$ cat src/rtl/adder_sched_pkg.sv
// adder_sched_pkg: shared state encoding, datapath width and id sizing for adder schedulers
package adder_sched_pkg;
    localparam int DATA_W = 64;
    typedef enum logic [1:0] {IDLE = 2'd0, BUSY = 2'd1, DONE = 2'd2} state_e;
    function automatic int id_width(input int n);
        return $clog2(n);
    endfunction
endpackage

$ cat src/rtl/rca64.sv
// rca64: 64-bit ripple-carry adder, carry propagated bit by bit
module rca64 import adder_sched_pkg::*; (
    input  logic [DATA_W-1:0] a,
    input  logic [DATA_W-1:0] b,
    input  logic              cin,
    output logic [DATA_W-1:0] sum,
    output logic              cout
);
    logic c;
    always_comb begin
        c = cin;
        sum = '0;
        for (int i = 0; i < DATA_W; i++) begin
            sum[i] = a[i] ^ b[i] ^ c;
            c = (a[i] & b[i]) | (c & (a[i] ^ b[i]));
        end
        cout = c;
    end
endmodule

$ cat src/rtl/rr_arbiter.sv
// rr_arbiter: combinational round-robin pick of the first set request at or above ptr
module rr_arbiter import adder_sched_pkg::*; #(
    parameter int NUM_REQ = 4
) (
    input  logic [NUM_REQ-1:0]               req,
    input  logic [id_width(NUM_REQ)-1:0]     ptr,
    output logic [NUM_REQ-1:0]               grant,
    output logic [id_width(NUM_REQ)-1:0]     idx,
    output logic                             any
);
    localparam int IW = id_width(NUM_REQ);
    logic [IW-1:0] j;
    assign any = |req;
    // Scan from the farthest offset down so the nearest set bit after ptr wins.
    always_comb begin
        j = '0;
        idx = '0;
        for (int k = NUM_REQ - 1; k >= 0; k--) begin
            j = IW'((32'(ptr) + 32'(k)) % NUM_REQ);
            if (req[j]) idx = j;
        end
        grant = any ? NUM_REQ'(1) << idx : '0;
    end
endmodule

$ cat src/rtl/adder_rr_sched.sv
// adder_rr_sched: one shared 64-bit ripple adder time-multiplexed among round-robin requesters
// Optional ADDER_SCHED_OVF_EN adds the out_ovf signed-overflow result port.
module adder_rr_sched import adder_sched_pkg::*; #(
    parameter int NUM_REQ       = 4,
    parameter int SETTLE_CYCLES = 2
) (
    input  logic                          clk,
    input  logic                          rst_n,
    input  logic [NUM_REQ-1:0]            req_valid,
    input  logic [NUM_REQ*DATA_W-1:0]     req_a,
    input  logic [NUM_REQ*DATA_W-1:0]     req_b,
    input  logic [NUM_REQ-1:0]            req_cin,
    output logic [NUM_REQ-1:0]            req_ready,
    output logic                          out_valid,
    input  logic                          out_ready,
    output logic [DATA_W-1:0]             out_sum,
    output logic                          out_cout,
    output logic [id_width(NUM_REQ)-1:0]  out_id,
`ifdef ADDER_SCHED_OVF_EN
    output logic                          out_ovf,
`endif
    output logic                          busy
);
    localparam int IW = id_width(NUM_REQ);
    localparam int CW = SETTLE_CYCLES > 1 ? $clog2(SETTLE_CYCLES) : 1;
    state_e              state_q, state_d;
    logic [IW-1:0]       ptr_q, ptr_d, gnt_idx;
    logic [CW-1:0]       cnt_q, cnt_d;
    logic [NUM_REQ-1:0]  gnt;
    logic                gnt_any, cin_q, cout_w, accept, capture;
    logic [DATA_W-1:0]   a_q, b_q, sum_w;
    rr_arbiter #(.NUM_REQ(NUM_REQ)) u_arb (
        .req(req_valid), .ptr(ptr_q), .grant(gnt), .idx(gnt_idx), .any(gnt_any)
    );
    rca64 u_rca (.a(a_q), .b(b_q), .cin(cin_q), .sum(sum_w), .cout(cout_w));
    assign accept    = state_q == IDLE && gnt_any;
    assign capture   = state_q == BUSY && cnt_q == '0;
    assign req_ready = accept ? gnt : '0;
    assign out_valid = state_q == DONE;
    assign busy      = state_q != IDLE;
    always_comb begin
        state_d = state_q;
        ptr_d = ptr_q;
        cnt_d = cnt_q;
        case (state_q)
            IDLE: if (gnt_any) begin
                state_d = BUSY;
                ptr_d = gnt_idx == IW'(NUM_REQ - 1) ? '0 : gnt_idx + 1'b1;
                cnt_d = CW'(SETTLE_CYCLES - 1);
            end
            BUSY: if (capture) state_d = DONE; else cnt_d = cnt_q - 1'b1;
            DONE: if (out_ready) state_d = IDLE;
            default: state_d = IDLE;
        endcase
    end
    always_ff @(posedge clk) begin
        if (!rst_n) begin
            state_q  <= IDLE;
            ptr_q    <= '0;
            cnt_q    <= '0;
            a_q      <= '0;
            b_q      <= '0;
            cin_q    <= 1'b0;
            out_id   <= '0;
            out_sum  <= '0;
            out_cout <= 1'b0;
`ifdef ADDER_SCHED_OVF_EN
            out_ovf  <= 1'b0;
`endif
        end else begin
            state_q <= state_d;
            ptr_q   <= ptr_d;
            cnt_q   <= cnt_d;
            if (accept) begin
                a_q    <= req_a[DATA_W*gnt_idx +: DATA_W];
                b_q    <= req_b[DATA_W*gnt_idx +: DATA_W];
                cin_q  <= req_cin[gnt_idx];
                out_id <= gnt_idx;
            end
            // Operands have been stable for SETTLE_CYCLES, so the ripple has resolved.
            if (capture) begin
                out_sum  <= sum_w;
                out_cout <= cout_w;
`ifdef ADDER_SCHED_OVF_EN
                out_ovf  <= (a_q[DATA_W-1] == b_q[DATA_W-1]) && (sum_w[DATA_W-1] != a_q[DATA_W-1]);
`endif
            end
        end
    end
endmodule

$ cat config.mk
export PLATFORM = sky130hd
export DESIGN_NAME = adder_rr_sched
export DESIGN_NICKNAME = d
export VERILOG_FILES = /design/src/rtl/adder_sched_pkg.sv /design/src/rtl/rca64.sv /design/src/rtl/rr_arbiter.sv /design/src/rtl/adder_rr_sched.sv
export SDC_FILE = /design/constraint.sdc
export NUM_CORES = 1
export LEC_CHECK = 0
export ABC_AREA = 1
export CORE_AREA = 2 2 230 232
export DETAILED_ROUTE_END_ITERATION = 10
export DIE_AREA = 0 0 232 234
export PLACE_DENSITY_LB_ADDON = 0.15
export SETUP_SLACK_MARGIN = 0.2
export SLEW_MARGIN = 20
export SYNTH_ARGS = -nofsm -noshare
export SYNTH_HDL_FRONTEND = slang
export SYNTH_SLANG_ARGS = --single-unit
$ cat constraint.sdc
create_clock -name clk -period 29.9 [get_ports clk]
set_input_delay 2.99 -clock clk [delete_from_list [all_inputs] [get_ports clk]]
set_output_delay 2.99 -clock clk [all_outputs]
set_load 0.03 [all_outputs]
# [Yosys cells after proc, flatten, opt, wreduce, memory -nomap -nowiden]
# Index checks and enable logic that the tools add are counted.
[totals] out_inout_bits=73 ff_bits=201 wordCells=383 input_bits=523
[classes] n_shift=3 bitwise_logic=321 add_sub_neg=5 reduce_logical=9 n_eq_ne=7 muxes=24 n_lt_le_gt_ge=5
[op_table] operator="indexed part select 256 x 9 -> 64 bit" count=2
[op_table] operator="bitwise AND 1 bit" count=128
[op_table] operator="bitwise XOR 1 bit" count=128
[op_table] operator="bitwise OR 1 bit" count=64
[op_table] operator="2-to-1 mux 2 bit" count=8
[op_table] operator="less-than comparator 2 x 3 -> 1 bit (second input constant)" count=5
[op_table] operator="binary-select mux 1 bit (select 2 bit)" count=5
[op_table] operator="2-to-1 mux 4 bit" count=2
[op_table] operator="2-to-1 mux 1 bit" count=7
[op_table] operator="!= test 2 bit (second input constant)" count=3
[op_table] operator="case mux 2 bit (3 select lines)" count=1
[op_table] operator="AND reduction 3 bit" count=2
[op_table] operator="adder 2 x 1 -> 2 bit (second input constant)" count=2
[op_table] operator="adder 2 bit (second input constant)" count=2
[op_table] operator="equality test 2 bit (second input constant)" count=2
[op_table] operator="nonzero test 2 bit" count=2
[op_table] operator="OR reduction 4 bit" count=1
[op_table] operator="left shift 1 x 2 -> 4 bit (first input constant)" count=1
[op_table] operator="equality test 2 x 1 -> 1 bit (second input constant)" count=1
[op_table] operator="logical AND 1 bit" count=2
[op_table] operator="logical NOT 2 bit" count=1
[op_table] operator="!= test 2 x 1 -> 1 bit (second input constant)" count=1
[op_table] operator="case mux 1 bit (2 select lines)" count=1
[op_table] operator="AND reduction 2 bit" count=1
[op_table] operator="2 further kinds" count=2

# [Longest topological paths before layout]
# Gate-level depths: netlist of the first run.
[logic_depth] ltp_word=129 ltp_mapped=68 mapped_depth_nobuf=68

# [Cells and area by module]
# A second synthesis of the first run with hierarchy kept.
[unflattened] cells_unflattened=2645 hier_area_um2=15262.1
[modules_own_cells] module="adder_rr_sched" instances=1 area_per_inst_um2=13700.6 seq_area_each_um2=4023.9 cells_each=2522
[modules_own_cells] module="rca64" instances=1 area_per_inst_um2=1318.8 seq_area_each_um2=0.0 cells_each=74
[modules_own_cells] module="rr_arbiter" instances=1 area_per_inst_um2=242.7 seq_area_each_um2=0.0 cells_each=49

# [Worst setup path after synthesis of the first run]
# OpenSTA, ideal clock, no wires.
[synth_timing] path_type="flip-flop to flip-flop" start="reg cin_q" end="reg out_sum[63]" synth_period_minus_slack_ns=24.728 required_ns=29.830 path_buffers=0 setup_ns=0.070 arrival_time_ns=24.658 path_stages_with_launch=69 slack_ns=5.172 path_cell_list="dfxtp_1 -> fa_1 -> fa_1 -> fa_1 -> fa_1 -> fa_1 -> fa_1 -> fa_1 -> fa_1 -> fa_1 -> fa_1 -> fa_1 -> fa_1 -> fa_1 -> fa_1 -> fa_1 -> fa_1 -> inv_1 -> [33 not listed] -> fa_1 -> fa_1 -> fa_1 -> fa_1 -> fa_1 -> fa_1 -> fa_1 -> fa_1 -> fa_1 -> fa_1 -> fa_1 -> fa_1 -> fa_1 -> fa_1 -> fa_1 -> inv_1 -> fa_1 -> a21oi_1"
[synth_via] elab_chain_len=127
[synth_rtl] element="from (decl)" line_no="adder_rr_sched.sv:30" text="logic gnt_any, cin_q, cout_w, accept, capture;"
[synth_rtl] element="from (signal assigned)" line_no="adder_rr_sched.sv:77" text="cin_q <= req_cin[gnt_idx];"
[synth_rtl] element="bitwise AND 1 bit" line_no="rca64.sv:15" text="c = (a[i] & b[i]) | (c & (a[i] ^ b[i]));"
[synth_rtl] element="bitwise OR 1 bit" line_no="rca64.sv:15"
[synth_rtl] element="bitwise AND 1 bit" line_no="rca64.sv:15"
[synth_rtl] element="bitwise OR 1 bit" line_no="rca64.sv:15"
[synth_rtl] element="bitwise AND 1 bit" line_no="rca64.sv:15"
[synth_rtl] element="bitwise OR 1 bit" line_no="rca64.sv:15"
[synth_rtl] element="bitwise AND 1 bit" line_no="rca64.sv:15"
[synth_rtl] element="bitwise OR 1 bit" line_no="rca64.sv:15"
[synth_rtl] element="[111 not listed]"
[synth_rtl] element="bitwise OR 1 bit" line_no="rca64.sv:15"
[synth_rtl] element="bitwise AND 1 bit" line_no="rca64.sv:15"
[synth_rtl] element="bitwise OR 1 bit" line_no="rca64.sv:15"
[synth_rtl] element="bitwise AND 1 bit" line_no="rca64.sv:15"
[synth_rtl] element="bitwise OR 1 bit" line_no="rca64.sv:15"
[synth_rtl] element="bitwise AND 1 bit" line_no="rca64.sv:15"
[synth_rtl] element="bitwise OR 1 bit" line_no="rca64.sv:15"
[synth_rtl] element="bitwise XOR 1 bit" line_no="rca64.sv:14" text="sum[i] = a[i] ^ b[i] ^ c;"
[synth_rtl] element="to (signal assigned)" line_no="adder_rr_sched.sv:82" text="out_sum <= sum_w;"
[synth_rtl] element="to (decl)" line_no="adder_rr_sched.sv:16" text="output logic [DATA_W-1:0] out_sum,"
# Every way passes these cells.
# A chain may end at the register's enable or synchronous reset.

# [Final worst setup path of the first run]
# Same ends and word-level chain as after synthesis.

==> summary.txt, run 1 <==
Run status
  • Result of the run: finished, final reports clean

Power
  • Pwr/cell area: a little over 100 mW/mm2
  • Total leakage power: between 10 and 15 nW
  • Overall power after layout: 2.17 mW
  • Worst VDD drop: ~0.085 mV

Setup path
  • Arrival time at the worst endpoint: between 20 and 30 ns
  • CP dominant cell by count: fa_1
  • Slowest cell delay on critical path: approximately 0.45 ns
  • Kind of end point of the critical path: register
  • Crit-path slowest cell: fa_1
  • Critical path start-end classification: reg2reg
  • Worst Path Max Fanout: 2
  • CP Launch Type: register
  • Required time at the endpoint of the critical path: 30.36 ns

Timing
  • Setup TNS after final layout: 0 ns
  • Hold slack: ~0.44 ns
  • Setup repair after global routing missed its margin: false
  • Fmax achieved: 0.0383 GHz
  • Slew at the pin with the worst max-slew slack: roughly 1.0 ns
  • Count of pins over their slew limit: 0
  • Worst-case headroom to the max-slew limit: ~30%
  • Final critical delay including setup and external delays: between 20 and 30 ns
  • Final Setup Violations: 0
  • Post-route fraction of the period consumed by the critical path: 87.3%
  • Fin worst setup slack: roughly 3.8 ns
  • Max Clock Skew: slightly below 0.008 ns
  • Count of final hold-check violations: 0

Flow run
  • Count of maximum capacitance violations: 0

Layout
  • Design Area, Final: ~0.021 mm2
  • Post-layout utilization of the core: around two fifths
  • Layout filler cell count: approximately 5600
  • Layout Area Growth over Synthesis: 50.5%
  • Ratio of cells with drive above 1 in the final layout: 2.79%
  • Non-filler instance count after layout: 3519
  • Post-layout net count: roughly 3400

Die
  • Horizontal die dimension: 232 um
  • Boundary pin count: about 600
  • Number of rows created at floorplan: 84
  • Starting utilization of the core area: a little over a quarter
  • Die extent in y: 234 um
  • Placeable core area: ~0.052 mm2
  • Area of the die: 0.0543 mm2

Synth
  • Post-Syn Area per Cell: ~6.1 um2
  • Flop and latch count out of synthesis: about 200
  • Share of synthesized area occupied by flip-flops and latches: between 20% and 30%
  • Post-synth net total: roughly 2900
  • Number of unique standard cell types used by synthesis: 26
  • Cell count after synthesis: about 2300
  • Cell area after synthesis: about 0.014 mm2
  • Count of warnings emitted by yosys: 0

Clock network
  • # Post-CTS Setup Buffers: 0
  • H-Tree Level Count: 1
  • TritonCTS sink count: 201
  • Clock latency reported for the late side of the worst-skew pair: roughly 0.53 ns
  • CTS hold repair buffers: 0
  • Clock-pin transition on the worst setup and hold timing paths: around 0.060 ns
  • Master cell of the clock root buffer: clkbuf_16
  • Number of buffers inserted during clock tree synthesis: 25
  • TritonCTS clock tree: yes
  • Cells resized by post-CTS repair: 0
  • Clock Path Buffers: 3

GRT
  • Number of global-route vias before repair: ~16000
  • Number of antenna violations at the first check in global routing: 6
  • Overall overflow remaining after global route: 0
  • Global-route wire length before repair: slightly below 100000 um
  • Pin count of the biggest net entering global routing: ~120
  • Global router's overall resource usage: 23.5%

Routing
  • Length of the first detailed-routing pass in iterations: 5
  • Iteration-0 DRC count of the detailed router: ~940
  • Count of nets left with antenna violations after detail routing: 0
  • Number of DRC violations after detailed routing: 0
  • Average vias per placed instance: around 4.6
  • Count of vias placed by the detailed router: 16100
  • Routed WL per cell: between 15 and 20 um
  • Total wire length: roughly 66000 um

Placement
  • Weighted congestion at the end of routability-driven global placement: 0.860
  • Post-placement worst setup slack: 3.76 ns
  • Placed cell count: between 3000 and 4000
  • HPWL after detailed placement: 50800 um
  • Count of port buffers added during placement: 595
  • Placed instance area: roughly 0.020 mm2

Worst hold path
  • Min-delay worst type: reg2reg
## path summary, 6_finish.rpt
path                    start           to  slack, ns  cells after the start
hold reg to reg   out_sum[35]  out_sum[35]       0.44                      2
setup reg to reg        cin_q  out_sum[63]       3.81                     68
setup / recovery        cin_q  out_sum[63]       3.81                     68
hold / removal    out_sum[35]  out_sum[35]       0.44                      2
## layer usage
layer  global-route usage (%)  part of all wire [%]  wire length (um)  up-vias
li1                         -                     -                 -     8061
met1                     30.4                    44             29000     7531
met2                     39.9                    47             31300      474
met3                     4.38                   5.8              3880       78
met4                     6.99                   3.0              2000        2
met5                        0                 0.015                10        -
## kinds of logic after synthesis
| group | count (synthesis) | share of synthesized area, % |
|---|---|---|
| AO/OA/AOI/OAI | 146 | 5.20 |
| adder cells (fa/ha/maj) | 68 | 9.41 |
| buffers and inverters | 547 | 15.6 |
| flip-flops | 201 | 28.4 |
| AND/OR/NAND/NOR | 1365 | 41.3 |
## area by class of cell
cell class / count / area, um2 / share of cell area (%)
sequential: 201 / 4020 / 18.9
antenna: 4 / 10.0 / 0.0470
clock inverter: 13 / 181 / 0.852
inverter: 391 / 1480 / 6.94
multi-input combinational: 1579 / 7970 / 37.4
tap: 688 / 861 / 4.04
clock buffer: 31 / 688 / 3.23
timing repair buffer: 612 / 6080 / 28.6
## synth_stat cells
cell type | n | share of area (%)
o21ai_0 | 43 | 1.5
a211oi_1 | 2 | 0.11
inv_4 | 2 | 0.088
a21oi_1 | 101 | 3.6
nor2_1 | 174 | 4.6
nand2_2 | 1 | 0.044
inv_1 | 384 | 10
clkbuf_1 | 58 | 1.5
or2_2 | 1 | 0.044
buf_6 | 2 | 0.16
inv_2 | 4 | 0.11
nand4_1 | 1 | 0.044
nand3_2 | 3 | 0.21
fa_1 | 64 | 9.1
ha_1 | 4 | 0.35
nand3_1 | 426 | 15
nand3b_1 | 34 | 1.8
nor2_4 | 2 | 0.16
nand2_1 | 720 | 19
dfxtp_1 | 201 | 28
clkinv_1 | 1 | 0.027
buf_2 | 69 | 2.4
buf_1 | 13 | 0.34
buf_4 | 14 | 0.74
nand2_4 | 2 | 0.16
nor2_2 | 1 | 0.044
## cell usage in the layout, fill, tap and decap left out
master           count
clkinv_2             5
nand4_1              1
clkbuf_1             2
clkinvlp_4           2
nand2_4              1
inv_2                3
or2_2                1
diode_2              4
nor2_1             173
inv_6                2
buf_4               18
nand3_4              2
clkbuf_8             4
a211oi_1             2
clkdlybuf4s50_1    594
dfxtp_1            201
nand3_1            425
a21oi_1            101
clkbuf_16           25
nand3_2              2
nand2_1            720
fa_1                64
nand3b_1            34
inv_4                3
bufinv_16            4
nor2_4               4
o21ai_0             43
clkinv_4             1
ha_1                 4
inv_1              384
nand2_8              2
## critical path: cells and delay by family, from the launching register on
kind / cells / cell delay (ns)
compound gates: 1 / 0.12
fa+ha+maj: 64 / 25.37
flops: 1 / 0.33
buf+inv: 3 / 0.22
## power breakdown
part | internal, mW | switching [mW] | total (mW)
clock | 0.198 | 0.125 | 0.323
sequential | 0.361 | 0.0802 | 0.441
combinational | 0.437 | 0.970 | 1.41
total | 0.995 | 1.18 | 2.17
## sequential cells by signal (all words and copies together), names as in the netlist
register and cells:
b_q 64, state_q 2, a_q 64, ptr_q 2, out_sum 64, cin_q 1, out_id 2, cnt_q 1
out_cout 1
Note: power is estimated with default switching activity, not from simulation.
==> inputs of run 2 (changes only) <==
- DONT_BUFFER_PORTS: default -> 1
==> summary.txt, run 2 (same netlist as run 1, synthesis figures left out) <==
Timing
  • Setup repair after global routing missed its margin: false
  • Count of pins over their slew limit: 0 (unchanged)
  • Final Setup Violations: 0 (unchanged)
  • Final critical delay including setup and external delays: 26.10 ns (+0.00888 ns)
  • Worst-case headroom to the max-slew limit: 31.4% (+1.2 points)
  • Slew at the pin with the worst max-slew slack: 1.03 ns (-0.0184 ns)
  • Count of final hold-check violations: 0 (unchanged)
  • Fmax achieved: 0.0383 GHz (about the same)
  • Max Clock Skew: 0.0338 ns (+0.0259 ns)
  • Post-route fraction of the period consumed by the critical path: 87.3% (about the same)
  • Setup TNS after final layout: 0 ns (unchanged)

Routing
  • Iteration-0 DRC count of the detailed router: 737 (-22%)
  • Length of the first detailed-routing pass in iterations: 6 (+1)
  • Count of nets left with antenna violations after detail routing: 0 (unchanged)
  • Number of DRC violations after detailed routing: 0 (unchanged)
  • Average vias per placed instance: 4.81 (+4.8%)
  • Routed WL per cell: 20.5 um (+8.7%)
  • Total wire length: 59800 um (-9.7%)
  • Count of vias placed by the detailed router: 14100 (-13%)

Layout
  • Highest-count cells in the layout ignoring fill and taps: nand2_1 (720), nand3_1 (425), inv_1 (384)
  • Ratio of cells with drive above 1 in the final layout: 3.49% (+0.70 points)
  • Design Area, Final: 0.0154 mm2 (-28%)
  • Post-layout net count: 2804 (-18%)
  • Top flop regs: a_q x64, b_q x64, out_sum x64
  • Layout filler cell count: 5941 (+5.7%)
  • Layout Area Growth over Synthesis: 8.83%
  • Commonest non-fill, non-tap cell in the layout: nand2_1

Flow run
  • Count of maximum capacitance violations: 0 (unchanged)

GRT
  • Global router's overall resource usage: 21.2% (-2.3 points)
  • Number of antenna violations at the first check in global routing: 4 (-2)
  • Overall overflow remaining after global route: 0 (unchanged)
  • Number of global-route vias before repair: 13300 (-15%)
  • Global-route wire length before repair: 85400 um (-12%)
  • Pin count of the biggest net entering global routing: 116 (-2.5%)

Worst hold path
  • Start point of the worst hold path: b_q[16]
  • Min-Delay Path Depth: 4 (+2)
  • End point of the most critical hold path: b_q[16]
  • Min-delay worst type: reg2reg

Setup path
  • Arrival time at the worst endpoint: 26.60 ns (+0.05 ns)
  • Slack of the worst reg-to-reg path: 3.80 ns (about the same)
  • Crit-path slowest cell: fa_1
  • Endpoint of the worst-slack reg-to-reg timing path: out_sum[63]
  • CP dominant cell by count: fa_1
  • CP Launch Type: register
  • Reg-to-reg startpoint: cin_q
  • Critical path start-end classification: reg2reg
  • Kind of end point of the critical path: register
  • Slowest cell delay on critical path: 0.45 ns (about the same)
  • Path depth of the worst reg2reg path: 68 (unchanged)
  • Worst Path Max Fanout: 2 (unchanged)
  • Required time at the endpoint of the critical path: 30.39 ns (+0.03 ns)

Die
  • Boundary pin count: 596 (unchanged)
  • Die extent in y: 234 um (unchanged)
  • Area of the die: 0.0543 mm2 (unchanged)
  • Starting utilization of the core area: 27.2% (unchanged)
  • Placeable core area: 0.0520 mm2 (unchanged)
  • Number of rows created at floorplan: 84 (unchanged)
  • Horizontal die dimension: 232 um (unchanged)

Placement
  • Placed instance area: 0.0144 mm2 (-29%)
  • Count of port buffers added during placement: 0 (-100%)
  • HPWL after detailed placement: 45600 um (-10%)
  • Weighted congestion at the end of routability-driven global placement: 0.851 (-0.98%)

Power
  • Worst VDD drop: 0.0944 mV (+11%)
  • Switching part of the total power: 55.5% (+1.4 points)
  • Switching power summed over all nets: 1.15 mW (-2.1%)
  • Relative contribution of combinational cells to total power: 59.6% (-5.2 points)
  • Clock Power Share: 16.8% (+1.9 points)
  • Pwr/cell area: 135 mW/mm2 (+32%)
  • Sequential group share of total power: 23.6% (+3.3 points)
  • Total leakage power: 8.18 nW (-22%)
  • Cell-internal power: 0.921 mW (-7.4%)

Clock network
  • Clock latency reported for the late side of the worst-skew pair: 0.56 ns (+0.03 ns)
  • H-Tree Level Count: 1 (unchanged)
  • # Post-CTS Setup Buffers: 0 (unchanged)
  • Clock-pin transition on the worst setup and hold timing paths: 0.07 ns (about the same)
  • TritonCTS sink count: 201 (unchanged)
  • CTS hold repair buffers: 0 (unchanged)
  • TritonCTS clock tree: yes
  • Number of buffers inserted during clock tree synthesis: 26 (+4.0%)
  • Master cell of the clock root buffer: clkbuf_16
  • Clock Path Buffers: 3 (unchanged)
  • Cells resized by post-CTS repair: 0 (unchanged)

Run status
  • Result of the run: finished, final reports clean
## run 2: layout make-up
type                    instances  area, um2  share of cell area, %
repair buffers                 14        105                  0.683
multi-input cells            1579       7970                   51.7
inverters                     391       1480                   9.60
clock inverters                14        213                   1.38
diodes                          3       7.51                 0.0488
well taps                     688        861                   5.59
clock buffers                  34        742                   4.82
flip-flops and latches        201       4020                   26.1
## run 2: power groups by stage
stage | combinational, mW | clock [mW] | sequential, mW
global route | 1.42 | 0.368 | 0.506
floorplan | 0.905 | 0 | 0.458
global placement | 1.24 | 0 | 0.496
finish | 1.23 | 0.348 | 0.489
CTS | 1.26 | 0.359 | 0.494
detailed placement | 1.25 | 0 | 0.500
## run 2: through the flow
step           instances  utilization (%)  hold slack (ns)  worst slack, ns  power, mW
3_3_place_gp        2873             27.7            0.554             3.90       1.74
2_1_floorplan       2327                -            0.478             5.17       1.36
4_1_cts             2921             29.6            0.569             3.74       2.11
5_1_grt             2922             29.6            0.606             3.00       2.29
3_5_place_dp        2873             27.7            0.552             3.79       1.75
6_report            2924             29.6            0.568             3.80       2.07
## run 2: worst max-delay path, delay by kind of cell (launching register included)
kind | cells | cell delay (ns)
compound gates | 1 | 0.12
fa+ha+maj | 64 | 25.35
buf+inv | 3 | 0.23
flops | 1 | 0.33
## run 2: worst max path at each step
| stage | cells after the start | to | from |
|---|---|---|---|
| 2_1_floorplan | 68 | out_sum[63] | cin_q |
| 5_1_grt | 68 | out_sum[63] | cin_q |
| 6_report | 68 | out_sum[63] | cin_q |
| 3_5_place_dp | 68 | out_sum[63] | cin_q |
| 3_3_place_gp | 68 | out_sum[63] | cin_q |
| 4_1_cts | 68 | out_sum[63] | cin_q |
## run 2: metal layers
| layer | part of all wire, % | wire length, um | global-route usage, % | up-vias |
|---|---|---|---|---|
| li1 | - | - | - | 6877 |
| met1 | 44 | 26200 | 27.1 | 6616 |
| met2 | 46 | 27600 | 34.9 | 488 |
| met3 | 6.9 | 4100 | 5.41 | 82 |
| met4 | 3.2 | 1920 | 6.89 | 2 |
| met5 | 0.017 | 10 | 0 | - |
